==> config.mk <==
export PLATFORM = sky130hd
export DESIGN_NAME = dest_drain
export DESIGN_NICKNAME = d
export VERILOG_FILES = /design/src/rtl/dest_drain.sv
export SDC_FILE = /design/constraint.sdc
export NUM_CORES = 1
export LEC_CHECK = 0
export ABC_AREA = 1
export CAP_MARGIN = 20
export CORE_AREA = 2 2 100 102
export CTS_CLUSTER_SIZE = 30
export DETAILED_ROUTE_END_ITERATION = 10
export DIE_AREA = 0 0 102 104
export GPL_TIMING_DRIVEN = 0
export HOLD_SLACK_MARGIN = 0.06
export PLACE_DENSITY = 0.66
export SYNTH_ARGS = -nofsm -noshare
export SYNTH_HDL_FRONTEND = slang
export SYNTH_SLANG_ARGS = --single-unit
==> constraint.sdc <==
create_clock -name clk -period 2.8 [get_ports clk]
set_clock_uncertainty 0.1 [all_clocks]
set_input_delay 0.28 -clock clk [delete_from_list [all_inputs] [get_ports clk]]
set_output_delay 0.28 -clock clk [all_outputs]
set_load 0.005 [all_outputs]
==> src/rtl/dest_drain.sv <==
`default_nettype none
// ============================================================================
// Module   : dest_drain
// Purpose  : Round-robin drain of two destination FIFOs, with per-source and
//            per-class saturating counters and sticky route/FIFO error halt.
// Revision : 1.0
// ============================================================================
module dest_drain #(
  parameter int BW = 6,
  parameter int CW = 8
) (
  input  logic            clk,
  input  logic            reset,
  input  logic            enable,
  input  logic            clear,
  input  logic            D0_empty,
  input  logic            D1_empty,
  input  logic            D0_error_output,
  input  logic            D1_error_output,
  input  logic [BW-1:0]   D0_data_out,
  input  logic [BW-1:0]   D1_data_out,
  output logic            D0_rd,
  output logic            D1_rd,
  output logic            out_valid,
  output logic [BW-1:0]   out_data,
  output logic            out_src,
  output logic [CW-1:0]   cnt_d0,
  output logic [CW-1:0]   cnt_d1,
  output logic [4*CW-1:0] cnt_class,
  output logic            route_err,
  output logic            fifo_err,
  output logic [1:0]      state
);

  typedef enum logic [1:0] {
    ST_IDLE = 2'd0,
    ST_READ = 2'd1,
    ST_HALT = 2'd2
  } state_t;

  localparam logic [CW-1:0] C_CNT_MAX = '1;
  localparam logic [CW-1:0] C_CNT_ONE = {{(CW-1){1'b0}}, 1'b1};

  state_t        r_state;
  state_t        w_next_state;
  logic          r_rr;
  logic          r_valid;
  logic          r_src;
  logic          r_route_err;
  logic          r_fifo_err;
  logic [CW-1:0] r_cnt_d0;
  logic [CW-1:0] r_cnt_d1;
  logic [CW-1:0] r_cnt_cls [4];

  logic          w_d0_ok;
  logic          w_d1_ok;
  logic          w_rd_en;
  logic          w_pick_d1;
  logic          w_d0_rd;
  logic          w_d1_rd;
  logic [BW-1:0] w_data;
  logic [1:0]    w_class;
  logic          w_route_set;
  logic          w_fifo_set;

  function automatic logic [CW-1:0] sat_inc(input logic [CW-1:0] v);
    return (v == C_CNT_MAX) ? v : v + C_CNT_ONE;
  endfunction

  // Reads are also gated by enable/clear so nothing new launches in the
  // cycle the FSM is about to leave READ.
  assign w_d0_ok   = !D0_empty && !D0_error_output;
  assign w_d1_ok   = !D1_empty && !D1_error_output;
  assign w_rd_en   = (r_state == ST_READ) && enable && !clear;
  assign w_pick_d1 = w_d1_ok && (!w_d0_ok || r_rr);
  assign w_d0_rd   = w_rd_en && w_d0_ok && !w_pick_d1;
  assign w_d1_rd   = w_rd_en && w_pick_d1;

  // FIFO read data arrives one cycle after the pop, alongside r_valid.
  assign w_data      = r_src ? D1_data_out : D0_data_out;
  assign w_class     = w_data[BW-1:BW-2];
  assign w_route_set = r_valid && (w_data[BW-2] != r_src);
  assign w_fifo_set  = D0_error_output || D1_error_output;

  always_comb begin
    w_next_state = r_state;
    if (clear) begin
      w_next_state = ST_IDLE;
    end else if (w_route_set || w_fifo_set || r_route_err || r_fifo_err) begin
      w_next_state = ST_HALT;
    end else begin
      case (r_state)
        ST_IDLE: if (enable) w_next_state = ST_READ;
        ST_READ: if (!enable) w_next_state = ST_IDLE;
        ST_HALT: w_next_state = ST_HALT;
        default: w_next_state = ST_IDLE;
      endcase
    end
  end

  always_ff @(posedge clk or posedge reset) begin
    if (reset) r_state <= ST_IDLE;
    else       r_state <= w_next_state;
  end

  always_ff @(posedge clk or posedge reset) begin
    if (reset) begin
      r_rr        <= 1'b0;
      r_valid     <= 1'b0;
      r_src       <= 1'b0;
      r_route_err <= 1'b0;
      r_fifo_err  <= 1'b0;
      r_cnt_d0    <= '0;
      r_cnt_d1    <= '0;
      for (int k = 0; k < 4; k++) r_cnt_cls[k] <= '0;
    end else begin
      r_valid <= w_d0_rd || w_d1_rd;
      if (w_d0_rd || w_d1_rd) r_src <= w_d1_rd;
      if (clear) begin
        r_rr        <= 1'b0;
        r_route_err <= 1'b0;
        r_fifo_err  <= 1'b0;
        r_cnt_d0    <= '0;
        r_cnt_d1    <= '0;
        for (int k = 0; k < 4; k++) r_cnt_cls[k] <= '0;
      end else begin
        if (w_d0_rd || w_d1_rd) r_rr <= w_d0_rd;
        if (r_valid) begin
          if (r_src) r_cnt_d1 <= sat_inc(r_cnt_d1);
          else       r_cnt_d0 <= sat_inc(r_cnt_d0);
          r_cnt_cls[w_class] <= sat_inc(r_cnt_cls[w_class]);
        end
        if (w_route_set) r_route_err <= 1'b1;
        if (w_fifo_set)  r_fifo_err  <= 1'b1;
      end
    end
  end

  for (genvar k = 0; k < 4; k++) begin : g_cls
    assign cnt_class[k*CW +: CW] = r_cnt_cls[k];
  end

  assign D0_rd     = w_d0_rd;
  assign D1_rd     = w_d1_rd;
  assign out_valid = r_valid;
  assign out_data  = r_valid ? w_data : '0;
  assign out_src   = r_src;
  assign cnt_d0    = r_cnt_d0;
  assign cnt_d1    = r_cnt_d1;
  assign route_err = r_route_err;
  assign fifo_err  = r_fifo_err;
  assign state     = r_state;

endmodule
`default_nettype wire

==> metrics.yaml, run 1 <==
hold_buffers: 0
crit_fanout: 10
regArea_mm2: 0.001376
place_congestion: 0.9247
drt_iter0_drc: 182
drt-total-wl_um: 9049
relSlewSlack_pct: 24.73
required_ns: 2.42
reg2reg_depth: 14
die_h_um: 104
dieWidth_um: 102
grt_max_degree: 36
multiInputGateArea_mm2: 0.001603
fill_cells: 955
drv_cap: 0
post_synth.cell_area_avg_um2: 7.398
antenna_found_initial: 0
ys_warn_count: 0
nNetsFinal: 550
hold_ws_ns: 0.1891
startpoint: "clear"
final_max_slew_viol_count: 0
rrSetupSlack_ns: 0.29
io-pin-count: 82
grt_pass1_wl_um: 15280
cp-start-kind: "input pin"
syn-num-nets: 460
antenna_cells: 0
cp.arrival_ns: 2.19
num_rows: 36
hold_path.class: "in2async"
setup_tns_ns: 0
die_area_mm2: 0.01061
powerDensity_mw_per_mm2: 356.8
coreArea_mm2: 0.009549
synth_cell_types: 32
hpwl_um: 6853
post-route-min-period_ns: 2.575
cts-htree-levels: 2
synth_seq_cells: 55
vias_per_cell: 4.844
routedWlPerCell_um: 13.69
grt_overflow_total: 0
worstSkewPairLatency_ns: 0.31
timing.rr.start: "out_src"
fmax_ghz: 0.3884
dr_total_vias: 3202
fin_crit_sh_pct: 91.95
reg2reg_to: "cnt_class[18]"
hold_violations: 0
finalSetupViolCount: 0
tritoncts: "yes"
first_global_vias: 3240
postSynthCellCount: 437
root_buffer: "clkbuf_8"
p_leak_nw: 2.076
numCtsBuffers: 5
cts_max_path_buffers: 2
rsz0062_at_grt: "no"
syn_area_mm2: 0.003233
initial_core_util_pct: 33.86
worstMarginPinSlew_ns: 1.120
area_growth_pct: 34.60
drt_pass1_iterations: 4
clkSinkCount: 55
path_clk_slew_ns: 0.11
portBuffers: 81
antenna_left: 0
drc: 0
grtUsageTotal_pct: 17.96
status: "complete, no violations"
critPathKind: "in2out"
end_kind: "output pin"
drive_gt1_share_pct: 8.523
irDropWorstVdd_uv: 184.3
synth_seq_area_share_pct: 42.57
==> placed cells by master, fill, tap and decap left out <==
cell	Yosys	final
clkbuf_1	2	2
nand2_2	5	5
o21a_1	2	2
o22ai_1	1	1
a211oi_1	1	1
clkinv_2	0	1
buf_12	0	1
nor2_8	1	1
buf_6	5	5
buf_2	2	2
clkbuf_2	0	1
nand3_1	53	53
nand3_2	7	7
bufinv_16	0	1
a21oi_4	1	1
inv_1	45	44
buf_1	2	1
nand4_1	2	2
o21ai_1	1	1
nor3_1	8	8
nor4_2	1	1
nor2_1	36	36
nor2_4	4	4
nor2_2	2	2
a31oi_1	2	2
o21ai_0	12	12
clkdlybuf4s50_1	0	81
o31ai_1	1	1
xor2_1	3	3
clkbuf_8	0	5
o21ai_2	1	1
nand2_1	149	149
clkinv_4	0	1
ha_1	3	3
nand3b_1	13	13
nand2_4	3	3
inv_2	1	2
buf_4	0	1
a21oi_1	13	13
dfrtp_1	55	55
==> flip-flops by register name (all words and copies together) (netlist names) <==
signal     count
route_err      1
state          2
cnt_d1         8
cnt_class     32
out_valid      1
r_rr           1
out_src        1
cnt_d0         8
fifo_err       1
==> synthesized netlist by cell type <==
master | count | area, µm²
nand3_1 | 53 | 265.3
nand4_1 | 2 | 12.51
nor2_2 | 2 | 12.51
o21ai_1 | 1 | 5.000
o22ai_1 | 1 | 6.260
o21ai_0 | 12 | 60.06
buf_6 | 5 | 56.30
a31oi_1 | 2 | 12.51
nor2_4 | 4 | 45.04
a21oi_1 | 13 | 65.06
nand2_2 | 5 | 31.28
a21oi_4 | 1 | 16.27
nor3_1 | 8 | 40.04
nand2_1 | 149 | 559.3
nand3b_1 | 13 | 97.59
dfrtp_1 | 55 | 1376
clkbuf_1 | 2 | 7.510
inv_2 | 1 | 3.750
a211oi_1 | 1 | 7.510
nor2_8 | 1 | 20.02
o21a_1 | 2 | 15.01
nand2_4 | 3 | 33.78
o21ai_2 | 1 | 8.760
ha_1 | 3 | 37.54
xor2_1 | 3 | 26.28
nor2_1 | 36 | 135.1
buf_1 | 2 | 7.510
o31ai_1 | 1 | 7.510
buf_2 | 2 | 10.01
nor4_2 | 1 | 12.51
inv_1 | 45 | 168.9
nand3_2 | 7 | 70.07
==> metrics by stage <==
step                      cells  setup WS, ns  utilization (%)  area [µm²]  total power [mW]
after floorplan             437        0.7081                -        3233            0.9506
after global placement      651       0.01679            44.09        4210             1.026
after detailed placement    653        0.1275            44.38        4238             1.033
after CTS                   661        0.1263            45.56        4350             1.565
final                       661        0.2255            45.57        4352             1.553
after global routing        661       0.04786            45.57        4352             1.627
==> worst max path at each step <==
| stage | endpoint | slack, ns | depth (start not counted) |
|---|---|---|---|
| floorplan | cnt_class[18] | 0.71 | 14 |
| global placement | cnt_d1[1] | 0.02 | 2 |
| detailed placement | D0_rd | 0.13 | 8 |
| CTS | D0_rd | 0.13 | 8 |
| global route | D0_rd | 0.05 | 8 |
| finish | D0_rd | 0.23 | 8 |
==> worst max-delay path, stage by stage <==
cell             delay, ns
clkdlybuf4s50_1       0.46
clkbuf_2              0.22
nor2_1                0.15
nand3_1               0.12
nor3_1                0.20
inv_1                 0.11
a21oi_1               0.14
clkdlybuf4s50_1       0.52
==> area by class of cell <==
| class | instances | share of cell area, % |
|---|---|---|
| Timing Repair Buffer | 83 | 19.26 |
| Multi-Input combinational cell | 325 | 36.83 |
| Sequential cell | 55 | 31.63 |
| Clock buffer | 5 | 1.581 |
| Buffer | 11 | 1.898 |
| Inverter | 46 | 3.968 |
| Clock inverter | 3 | 1.006 |
| Tap cell | 133 | 3.824 |
==> power by group <==
part | switching (mW) | internal, mW
registers | 0.00535 | 0.800
logic | 0.129 | 0.0825
clock network | 0.268 | 0.267
total | 0.403 | 1.15
==> cell families (layout without fill, tap and decap cells) <==
kind of cell / count (synthesis) / count (layout) / synth area share (%)
and+or+nand+nor: 284 / 284 / 41.29
xor gates and xnor gates: 3 / 3 / 0.8128
adders and majority gates: 3 / 3 / 1.161
buffers and inverters: 57 / 148 / 7.856
AOI/OAI and AO/OA: 35 / 35 / 6.308
DFF: 55 / 55 / 42.57
==> routing by layer <==
| layer | GRT usage [%] | vias up | part of all wire [%] |
|---|---|---|---|
| met5 | 0 | - | 0 |
| met3 | 5.175 | 17 | 7.6 |
| met1 | 22.52 | 1497 | 43 |
| met2 | 29.23 | 104 | 48 |
| met4 | 6.286 | 0 | 1.9 |
| li1 | - | 1584 | - |
==> repair_timing <==
| action | CTS | global route |
|---|---|---|
| buffers inserted | 0 | 0 |
| endpoints found under the setup margin | 0 | 1 |
| resized for setup | 0 | 1 |
Power figures use the tool's default switching activity.
==> inputs of run 2 (changes only) <==
Settings changed: CORE_AREA 2 2 100 102 to 2 2 85 87, DIE_AREA 0 0 102 104 to 0 0 87 89, PLACE_DENSITY 0.66 to 0.78.
==> run 2 against run 1 <==
- critical path depth is the same
- sequential power is essentially flat
- hold slack gained 0.051 ns
- routed wire length shrank 3.4%
- first-iteration DRC count grew 19%
- largest power group unchanged
- global-route usage grew 5.9 points
- non-clock buffer count grew 2
- flip-flop and latch count is the same
- power grew 1.4%
==> metrics.yaml, run 2 (synthesized netlist as in run 1, its figures left out) <==
cp.arrival_ns: 2.23  # +0.04 ns
clkSinkCount: 55  # unchanged
crit_fanout: 10  # unchanged
rrSetupSlack_ns: 0.31  # +0.02 ns
grtUsageTotal_pct: 23.88  # +5.9 points
multiInputGateArea_mm2: 0.001603  # unchanged
first_global_vias: 3185  # -1.7%
dr_total_vias: 3302  # +3.1%
num_rows: 30  # -17%
grt_overflow_total: 0  # unchanged
routedWlPerCell_um: 14.33  # +4.6%
coreArea_mm2: 0.006719  # -30%
cts-htree-levels: 2  # unchanged
finalSetupViolCount: 0  # unchanged
p_seq_share_pct: 51.2  # -0.7 points
numPlacedInstances: 600  # -8.1%
pwr-share-clk_pct: 35.3  # +0.8 points
irDropWorstVdd_uv: 244.6  # +33%
critPathKind: "in2out"
drc: 0  # unchanged
relSlewSlack_pct: 33.25  # +8.5 points
drt_iter0_drc: 216  # +19%
vias_per_cell: 5.413  # +12%
required_ns: 2.42  # about the same
largest_reg_flops: 32  # unchanged
hpwl_um: 6491  # -5.3%
cp-start-kind: "input pin"
nNetsFinal: 552  # +0.36%
timing.rr.start: "out_src"
finalNonFillerCells: 610  # -7.7%
place_area_mm2: 0.004172  # -1.6%
antenna_found_initial: 0  # unchanged
cts_max_path_buffers: 2  # unchanged
fill_cells: 592  # -38%
switching_share_pct: 25.48  # -0.46 points
place_congestion: 0.8921  # -3.5%
cp_slowest_stage_delay_ns: 0.51  # about the same
p_leak_nw: 2.086  # +0.45%
reg2reg_depth: 14  # unchanged
dieWidth_um: 87  # -15%
hold_buffers: 0  # unchanged
fin_area_mm2: 0.004299  # -1.2%
end_kind: "output pin"
drt_pass1_iterations: 6  # +2
internal_power_mw: 1.173  # +2.0%
die_area_mm2: 0.007743  # -27%
die_h_um: 89  # -14%
grt_max_degree: 30  # -17%
final_cell_mix: "nand2_1, clkdlybuf4s50_1, dfrtp_1, nand3_1, inv_1"
numCtsBuffers: 5  # unchanged
portBuffers: 81  # unchanged
hold_path.class: "in2async"
area_growth_pct: 32.97
post_cts_resized: 0  # unchanged
worstMarginPinSlew_ns: 0.9967  # -0.1238 ns
fin_crit_sh_pct: 93.20  # +1.3 points
rsz0062_at_grt: "no"
powerDensity_mw_per_mm2: 366.0  # +2.6%
hold_violations: 0  # unchanged
final_max_slew_viol_count: 0  # unchanged
mostFrequentLayoutCell: "nand2_1"
antenna_cells: 0  # unchanged
status: "complete, no violations"
reg2reg_to: "cnt_class[25]"
path_clk_slew_ns: 0.10  # about the same
antenna_left: 0  # unchanged
cpMostUsedCell: "clkdlybuf4s50_1"
root_buffer: "clkbuf_8"
post-route-min-period_ns: 2.610  # +0.03509 ns
initial_core_util_pct: 48.12  # +14 points
tritoncts: "yes"
drive_gt1_share_pct: 8.679  # +0.16 points
fmax_ghz: 0.3832  # -1.3%
setup_tns_ns: 0  # unchanged
post_cts_buffers: 0  # unchanged
combPwrFrac_pct: 13.6  # about the same
grt_pass1_wl_um: 14500  # -5.1%
cp_cell_sequence: "clkdlybuf4s50_1 > buf_1 > nor2_1 > nand3_1 > nor3_1 > inv_1 > a21oi_1 > clkdlybuf4s50_1"
slowest_stage: "clkdlybuf4s50_1"
regArea_mm2: 0.001376  # unchanged
p_switching_uw: 401.0  # -0.45%
drv_cap: 0  # unchanged
final_util_pct: 63.99  # +18 points
drt-total-wl_um: 8739  # -3.4%
worstSkewPairLatency_ns: 0.31  # about the same
hold_ws_ns: 0.2403  # +0.05119 ns
io-pin-count: 82  # unchanged
-- run 2: cell count changes in the layout (fill, tap and decap cells not counted) --
cell / previous run / this run
clkinv_4: 1 / 0
clkbuf_2: 1 / 2
buf_1: 1 / 2
clkbuf_8: 5 / 6
-- run 2: routing by layer --
layer	part of all wire [%]	wire length (µm)	track usage (%)
met2	50	4341	41.29
met1	41	3587	29.75
met3	8.0	696	4.709
met4	1.3	113	8.665
met5	0	0	0
-- run 2: critical path, delay by kind of cell --
family                 cells  cell delay, ns
AND/OR/NAND/NOR            3            0.50
buffers and inverters      4            1.33
AO/OA/AOI/OAI              1            0.13
-- run 2: worst max path at each step --
stage / start / end / slack, ns / cells past startpoint
6_report: clear / D0_rd / 0.19 / 8
5_1_grt: clear / D0_rd / 0.01 / 8
4_1_cts: clear / D0_rd / 0.21 / 8
3_5_place_dp: D1_data_out[4] / cnt_class[12] / 0.12 / 13
3_3_place_gp: reset / cnt_class[12] / 0.07 / 2
2_1_floorplan: out_src / cnt_class[18] / 0.71 / 14
-- run 2: power groups by stage --
stage          logic [mW]  registers [mW]  clock network, mW
6_report            0.213           0.805              0.555
2_1_floorplan       0.130           0.821                  0
4_1_cts             0.214           0.805              0.563
3_3_place_gp        0.204           0.821                  0
3_5_place_dp        0.213           0.821                  0
5_1_grt             0.235           0.806              0.594
-- run 2: final cells by class --
type	instances	share of cell area [%]
multi-input combinational	325	37.28
sequential	55	32.01
buffer	11	1.892
timing repair buffer	85	19.73
clock buffer	6	1.921
inverter	46	4.016
clock inverter	2	0.8149
tap	80	2.328
-- run 2: metrics by stage --
step           worst slack, ns  power, mW
2_1_floorplan           0.7081     0.9506
3_3_place_gp           0.07441      1.025
3_5_place_dp            0.1213      1.034
4_1_cts                 0.2066      1.582
5_1_grt                0.01441      1.636
6_report                0.1904      1.574
